File: src/rtl/cmd_router.sv
// cmd_router: parses a UART byte stream into SYNC/DEST/LEN/payload packets and
// forwards the payload to one of N_CH channels with per-channel backpressure.
// Packets to unknown destinations are drained. An inter-byte timeout aborts
// stalled packets.
// Optional trailing checksum byte: define CMD_ROUTER_CHECKSUM_EN.
module cmd_router #(
   parameter int unsigned N_CH    = 5,
   parameter int unsigned LEN_W   = 8,
   parameter logic [7:0]  SYNC    = 8'hAA,
   parameter int unsigned TIMEOUT = 48000
) (
   input  logic              clk,
   input  logic              rst_n,
   input  logic [7:0]        rx_data,
   input  logic              rx_valid,
   output logic              rx_ready,
   output logic [N_CH*8-1:0] data_bus,
   output logic [N_CH-1:0]   valid_bus,
   input  logic [N_CH-1:0]   ready_bus,
   output logic              pkt_done,
   output logic              err_dest,
   output logic              err_timeout,
   output logic              err_csum,
   output logic [2:0]        my_state,
   output logic [7:0]        my_dest,
   output logic [LEN_W-1:0]  my_len,
   output logic [LEN_W-1:0]  my_cnt
);

   // TIMEOUT >= 2, so TIMEOUT-1 always fits in clog2(TIMEOUT) bits.
   localparam int unsigned   TO_W   = $clog2(TIMEOUT);
   localparam logic [TO_W-1:0] TO_MAX = TO_W'(TIMEOUT - 1);

   typedef enum logic [2:0] {
      StIdle    = 3'd0,
      StDest    = 3'd1,
      StLen     = 3'd2,
      StPayload = 3'd3,
      StDrop    = 3'd4,
      StCsum    = 3'd5
   } state_e;

   state_e            state_q, state_d;
   logic [7:0]        dest_q;
   logic [LEN_W-1:0]  len_q;
   logic [LEN_W-1:0]  cnt_q;
   logic [TO_W-1:0]   to_cnt_q;
   logic              pkt_done_q, pkt_done_d;
   logic              err_dest_q, err_dest_d;
   logic              err_timeout_q, err_timeout_d;

   logic xfer;
   logic timeout_hit;
   logic last_byte;
   logic dest_ok;
   logic len_zero;

   assign xfer        = rx_valid && rx_ready;
   // A stall with rx_valid high never counts, so only a silent link can expire.
   assign timeout_hit = (state_q != StIdle) && !rx_valid && (to_cnt_q == TO_MAX);
   assign last_byte   = (cnt_q == (len_q - LEN_W'(1)));
   assign dest_ok     = (32'(dest_q) < N_CH);
   assign len_zero    = (rx_data[LEN_W-1:0] == '0);

`ifdef CMD_ROUTER_CHECKSUM_EN
   logic [7:0] csum_q;
   logic       drop_q;
   logic       err_csum_q, err_csum_d;

   // Running XOR of DEST, LEN and payload; remembers whether the packet was drained.
   always_ff @(posedge clk or negedge rst_n) begin
      if (!rst_n) begin
         csum_q     <= 8'h00;
         drop_q     <= 1'b0;
         err_csum_q <= 1'b0;
      end else begin
         err_csum_q <= err_csum_d;
         if (state_q == StIdle) begin
            csum_q <= 8'h00;
            drop_q <= 1'b0;
         end else if (xfer && (state_q != StCsum)) begin
            csum_q <= csum_q ^ rx_data;
            if (state_q == StLen) drop_q <= !len_zero && !dest_ok;
         end
      end
   end

   assign err_csum = err_csum_q;
`else
   assign err_csum = 1'b0;
`endif

   // State register and registered one-cycle strobes.
   always_ff @(posedge clk or negedge rst_n) begin
      if (!rst_n) begin
         state_q       <= StIdle;
         pkt_done_q    <= 1'b0;
         err_dest_q    <= 1'b0;
         err_timeout_q <= 1'b0;
      end else begin
         state_q       <= state_d;
         pkt_done_q    <= pkt_done_d;
         err_dest_q    <= err_dest_d;
         err_timeout_q <= err_timeout_d;
      end
   end

   // Next-state and strobe decode.
   always_comb begin
      state_d       = state_q;
      pkt_done_d    = 1'b0;
      err_dest_d    = 1'b0;
      err_timeout_d = 1'b0;
`ifdef CMD_ROUTER_CHECKSUM_EN
      err_csum_d    = 1'b0;
`endif
      if (timeout_hit) begin
         state_d       = StIdle;
         err_timeout_d = 1'b1;
      end else if (xfer) begin
         unique case (state_q)
            StIdle: begin
               if (rx_data == SYNC) state_d = StDest;
            end
            StDest: begin
               state_d = StLen;
            end
            StLen: begin
               if (len_zero) begin
`ifdef CMD_ROUTER_CHECKSUM_EN
                  state_d = StCsum;
`else
                  state_d    = StIdle;
                  pkt_done_d = 1'b1;
`endif
               end else if (dest_ok) begin
                  state_d = StPayload;
               end else begin
                  state_d    = StDrop;
                  err_dest_d = 1'b1;
               end
            end
            StPayload, StDrop: begin
               if (last_byte) begin
`ifdef CMD_ROUTER_CHECKSUM_EN
                  state_d = StCsum;
`else
                  state_d    = StIdle;
                  pkt_done_d = (state_q == StPayload);
`endif
               end
            end
`ifdef CMD_ROUTER_CHECKSUM_EN
            StCsum: begin
               state_d = StIdle;
               if (rx_data == csum_q) pkt_done_d = !drop_q;
               else                   err_csum_d = 1'b1;
            end
`endif
            default: begin
               state_d = StIdle;
            end
         endcase
      end
   end

   // Packet header latches, payload counter and idle-link counter.
   always_ff @(posedge clk or negedge rst_n) begin
      if (!rst_n) begin
         dest_q   <= 8'h00;
         len_q    <= '0;
         cnt_q    <= '0;
         to_cnt_q <= '0;
      end else begin
         if (state_q == StIdle || xfer || timeout_hit) begin
            to_cnt_q <= '0;
         end else if (!rx_valid) begin
            to_cnt_q <= to_cnt_q + TO_W'(1);
         end

         if (timeout_hit) begin
            cnt_q <= '0;
         end else if (xfer) begin
            if (state_q == StDest) dest_q <= rx_data;
            if (state_q == StLen) begin
               len_q <= rx_data[LEN_W-1:0];
               cnt_q <= '0;
            end
            if (state_q == StPayload || state_q == StDrop) cnt_q <= cnt_q + LEN_W'(1);
         end
      end
   end

   // Output decode: zero-latency pass-through to the selected channel in PAYLOAD.
   always_comb begin
      rx_ready  = 1'b0;
      data_bus  = '0;
      valid_bus = '0;
      if (rst_n) begin
         if (state_q == StPayload) begin
            for (int k = 0; k < N_CH; k++) begin
               if (dest_q == 8'(k)) begin
                  data_bus[8*k +: 8] = rx_data;
                  valid_bus[k]       = rx_valid;
                  rx_ready           = ready_bus[k];
               end
            end
         end else begin
            rx_ready = 1'b1;
         end
      end
   end

   assign pkt_done    = pkt_done_q;
   assign err_dest    = err_dest_q;
   assign err_timeout = err_timeout_q;
   assign my_state    = state_q;
   assign my_dest     = dest_q;
   assign my_len      = len_q;
   assign my_cnt      = cnt_q;

endmodule

File: config.mk
export PLATFORM = sky130hd
export DESIGN_NAME = cmd_router
export DESIGN_NICKNAME = d
export VERILOG_FILES = /design/src/rtl/cmd_router.sv
export SDC_FILE = /design/constraint.sdc
export NUM_CORES = 1
export LEC_CHECK = 0
export CAP_MARGIN = 25
export CELL_PAD_IN_SITES_DETAIL_PLACEMENT = 1
export CELL_PAD_IN_SITES_GLOBAL_PLACEMENT = 1
export CORE_MARGIN = 4
export CORE_UTILIZATION = 33
export DETAILED_ROUTE_END_ITERATION = 12
export HOLD_SLACK_MARGIN = 0.15
export PLACE_DENSITY_LB_ADDON = 0.1
export SLEW_MARGIN = 20
export SYNTH_ARGS = -nofsm -noshare
export SYNTH_HDL_FRONTEND = slang
export SYNTH_SLANG_ARGS = --single-unit
File: constraint.sdc
create_clock -name clk -period 2.7 [get_ports clk]
set_input_delay 0.405 -clock clk [delete_from_list [all_inputs] [get_ports clk]]
set_output_delay 0.405 -clock clk [all_outputs]
set_load 0.03 [all_outputs]
==> reports/metrics.csv, run 1 <==
metric;value;unit
via-per-instance ratio;5.16;
vias in the first global route;2810;
Slew Viols, Final;0;
most used flip-flop cell after synthesis;dfrtp_1;
source-to-sink clock delay at the later pin of the worst-skew pair;0.31;ns
DRC marker count from the first detailed-route iteration;81;
worst min path class;input pin to asynchronous set/reset pin;
category of the most critical setup path;flip-flop to primary output;
Post-Syn Nets;337;
crit path max-delay cell type;or4_4;
number of standard-cell rows in the floorplan;33;
maximum capacitance violations;0;
sequential element share of the synthesized area;41.9;%
net count of the finished layout;433;
global placer's final weighted congestion;0.767;
post-synth top area share;41.9;%
total routed wirelength;9130;um
post-synthesis area per instance;8.63;um2
clock period minus worst slack;2.59;ns
routed len/inst;17.6;um
most frequent CP cell;buf_4;
wire length of the first global-routing pass;15000;um
antenna violations before repair;0;
share of the synthesized area in compound gates (AO/OA/AOI/OAI);8.80;%
HPWL after DPL;6950;um
depth of the worst register-to-register path;7;
Tcrit/Tclk final;95.9;%
die width;99.2;um
total number of H-tree levels;2;
cell with the most instances after synthesis;nor2_1;
drt pass-1 iters;4;
all-layer global routing usage;19.0;%
number of inserted diodes;0;
Clock Skews;0.0177;ns
largest vdd supply drop;0.275;mV
number of design rule violations left after detail routing;0;
cells along the critical path;or4_4, nor3_2, nand3b_1, buf_4, nor2_1, buf_4;
number of different library cells in the post-synthesis netlist;45;
Die Span Y;99.2;um
maximum number of pins on one net before global-route repair;42;
multiplexer share of the synthesized area;8.11;%
final hold violation count;0;
Post-Route Hold Slack;0.494;ns
number of I/O port buffers;91;
area delta synth->final;39.2;%
number of register bits inferred by synthesis;46;
largest area contributor in the synthesized netlist;dfrtp_1;
Fin Setup TNS;0;ns
buffer depth of the longest clock path;2;
Die Footprint;0.00984;mm2
cells after synthesis;318;
xor/xnor cell area share of the yosys netlist;8.30;%
delay of the slowest critical-path stage;0.57;ns
count of final setup violators;0;
CTS tree;done;
top cell types by occurrence after synthesis;78 x nor2_1, 46 x dfrtp_1, 30 x nand2_1;
area fraction in and, or, nand and nor cells after synthesis;28.6;%
critical register-to-register path startpoint;my_dest[5];
vias after detailed routing;2682;
Static Leakage;1.58;nW
upper clock frequency limit;386;MHz
data arrival time of the worst path;2.18;ns
timing endpoint of the critical path;data_bus[34];
remaining number of nets flagged by the antenna check after routing;0;
instance count on the critical path;6;
element type at the critical path start;flip-flop;
Data required, critical path;2.30;ns
CP bufs+invs;2;
Area contributors post-synth;dfrtp_1 42%, nor2_1 11%, mux2_2 7.4%;
netlist area before placement;0.00275;mm2
gate family responsible for the most delay along the worst path;simple AND/OR/NAND/NOR gates;
effective utilization at floorplan;33.7;%
root cell of the clock tree;clkbuf_8;
share of synthesized registers carrying an async set or reset;100;%
standard cell core area;0.00813;mm2
Yosys warning total;0;
total clock buffers created by CTS;5;
biggest fanout along the worst timing path;9;
clock transition at the registers of the reported paths;0.11;ns
unrepaired setup endpoints after global routing;no;
main combinational cell family by area after synthesis;simple AND/OR/NAND/NOR gates;
end of the worst register-to-register path;my_cnt[3];
EDFF count, synth;0;
grt total ovfl;0;
start point of the critical path;my_dest[5];
number of I/O pins;93;
clk sink count;46;
share of layout cells above drive strength 1;23.1;%
fraction of the mapped netlist area in adder cells;1.37;%
Worst setup EP type;primary output;
status;finished, final reports clean;
Power per Cell Area;830;mW/mm2
Register-to-Register Setup Slack;0.34;ns
==> cell type report <==
type	count	area [um2]
inverter	5	18.8
clock buffer	5	68.8
sequential	46	1150
clock inverter	3	23.8
timing repair buffer	103	887
multi-input combinational	253	1540
tap	105	131
fill	982	4310
==> sequential cells by signal (all words and copies together), names as in the netlist <==
signal       flops
my_cnt           8
my_state         3
to_cnt_q        16
err_dest         1
err_timeout      1
pkt_done         1
my_dest          8
my_len           8
==> stage by stage <==
| stage | worst slack, ns | util, % | instance area (um2) | std cells | power (mW) |
|---|---|---|---|---|---|
| floorplan | 0.159 | - | 2750 | 318 | 2.08 |
| global placement | 0.282 | 45.3 | 3690 | 510 | 2.69 |
| detailed placement | 0.221 | 45.3 | 3690 | 510 | 2.72 |
| CTS | 0.0493 | 46.7 | 3800 | 520 | 3.19 |
| global route | 0.0451 | 47.0 | 3820 | 520 | 3.39 |
| finish | 0.112 | 47.0 | 3820 | 520 | 3.17 |
==> kinds of logic after synthesis <==
kind of cell	count (synthesis)
and+or+nand+nor	166
DFF	46
AOI/OAI and AO/OA	37
xor gates and xnor gates	26
muxes	20
buffers and inverters	19
adders and majority gates	3
other	1
==> where the power goes <==
group / internal, mW / leakage [nW] / switching, mW / total (mW)
Sequential: 0.851 / 0.608 / 0.266 / 1.12
Clock: 0.186 / 0.0408 / 0.263 / 0.448
Combinational: 0.690 / 0.932 / 0.913 / 1.60
==> worst min-delay path by stage <==
stage / endpoint / startpoint / slack [ns] / cells after the start
CTS: to_cnt_q[0] / rst_n / 0.49 / 2
finish: to_cnt_q[1] / rst_n / 0.49 / 2
floorplan: err_dest / rst_n / 0.11 / 0
global route: to_cnt_q[0] / rst_n / 0.50 / 2
detailed placement: to_cnt_q[0] / rst_n / 0.28 / 1
global placement: to_cnt_q[0] / rst_n / 0.28 / 1
==> placed cells by master, fill, tap and decap left out, drive strengths merged, types with 8 or more instances in the layout <==
cell type,n
nor2,79
buf,58
dfrtp,46
clkdlybuf4s50,44
nand2,30
mux2,18
xor2,18
o21ai,10
nand3,10
a21oi,9
xnor2,8
==> routing by layer <==
layer / wire, um / global-route usage [%]
met5: 0 / 0
met4: 85 / 4.41
met3: 271 / 2.95
met2: 4700 / 33.6
met1: 4070 / 24.4
==> timing repair <==
item / in CTS / in global routing
pin swaps: 1 / 0
endpoints found under the setup margin: 9 / 31
hold buffers: 1 / 0
setup buffers: 1 / 0
hold endpoints to repair: 6 / 0
resized for setup: 0 / 6
Note: power is estimated with default switching activity, not from simulation.
==> inputs of run 2 (changes only) <==
--- a/config.mk
+++ b/config.mk
@@ -13,6 +13,7 @@
 export DETAILED_ROUTE_END_ITERATION = 12
 export HOLD_SLACK_MARGIN = 0.15
 export PLACE_DENSITY_LB_ADDON = 0.1
+export SKIP_LAST_GASP = 1
 export SLEW_MARGIN = 20
 export SYNTH_ARGS = -nofsm -noshare
 export SYNTH_HDL_FRONTEND = slang
==> results of run 2 <==
Final layout, timing and power as in run 1 (identical DEF).
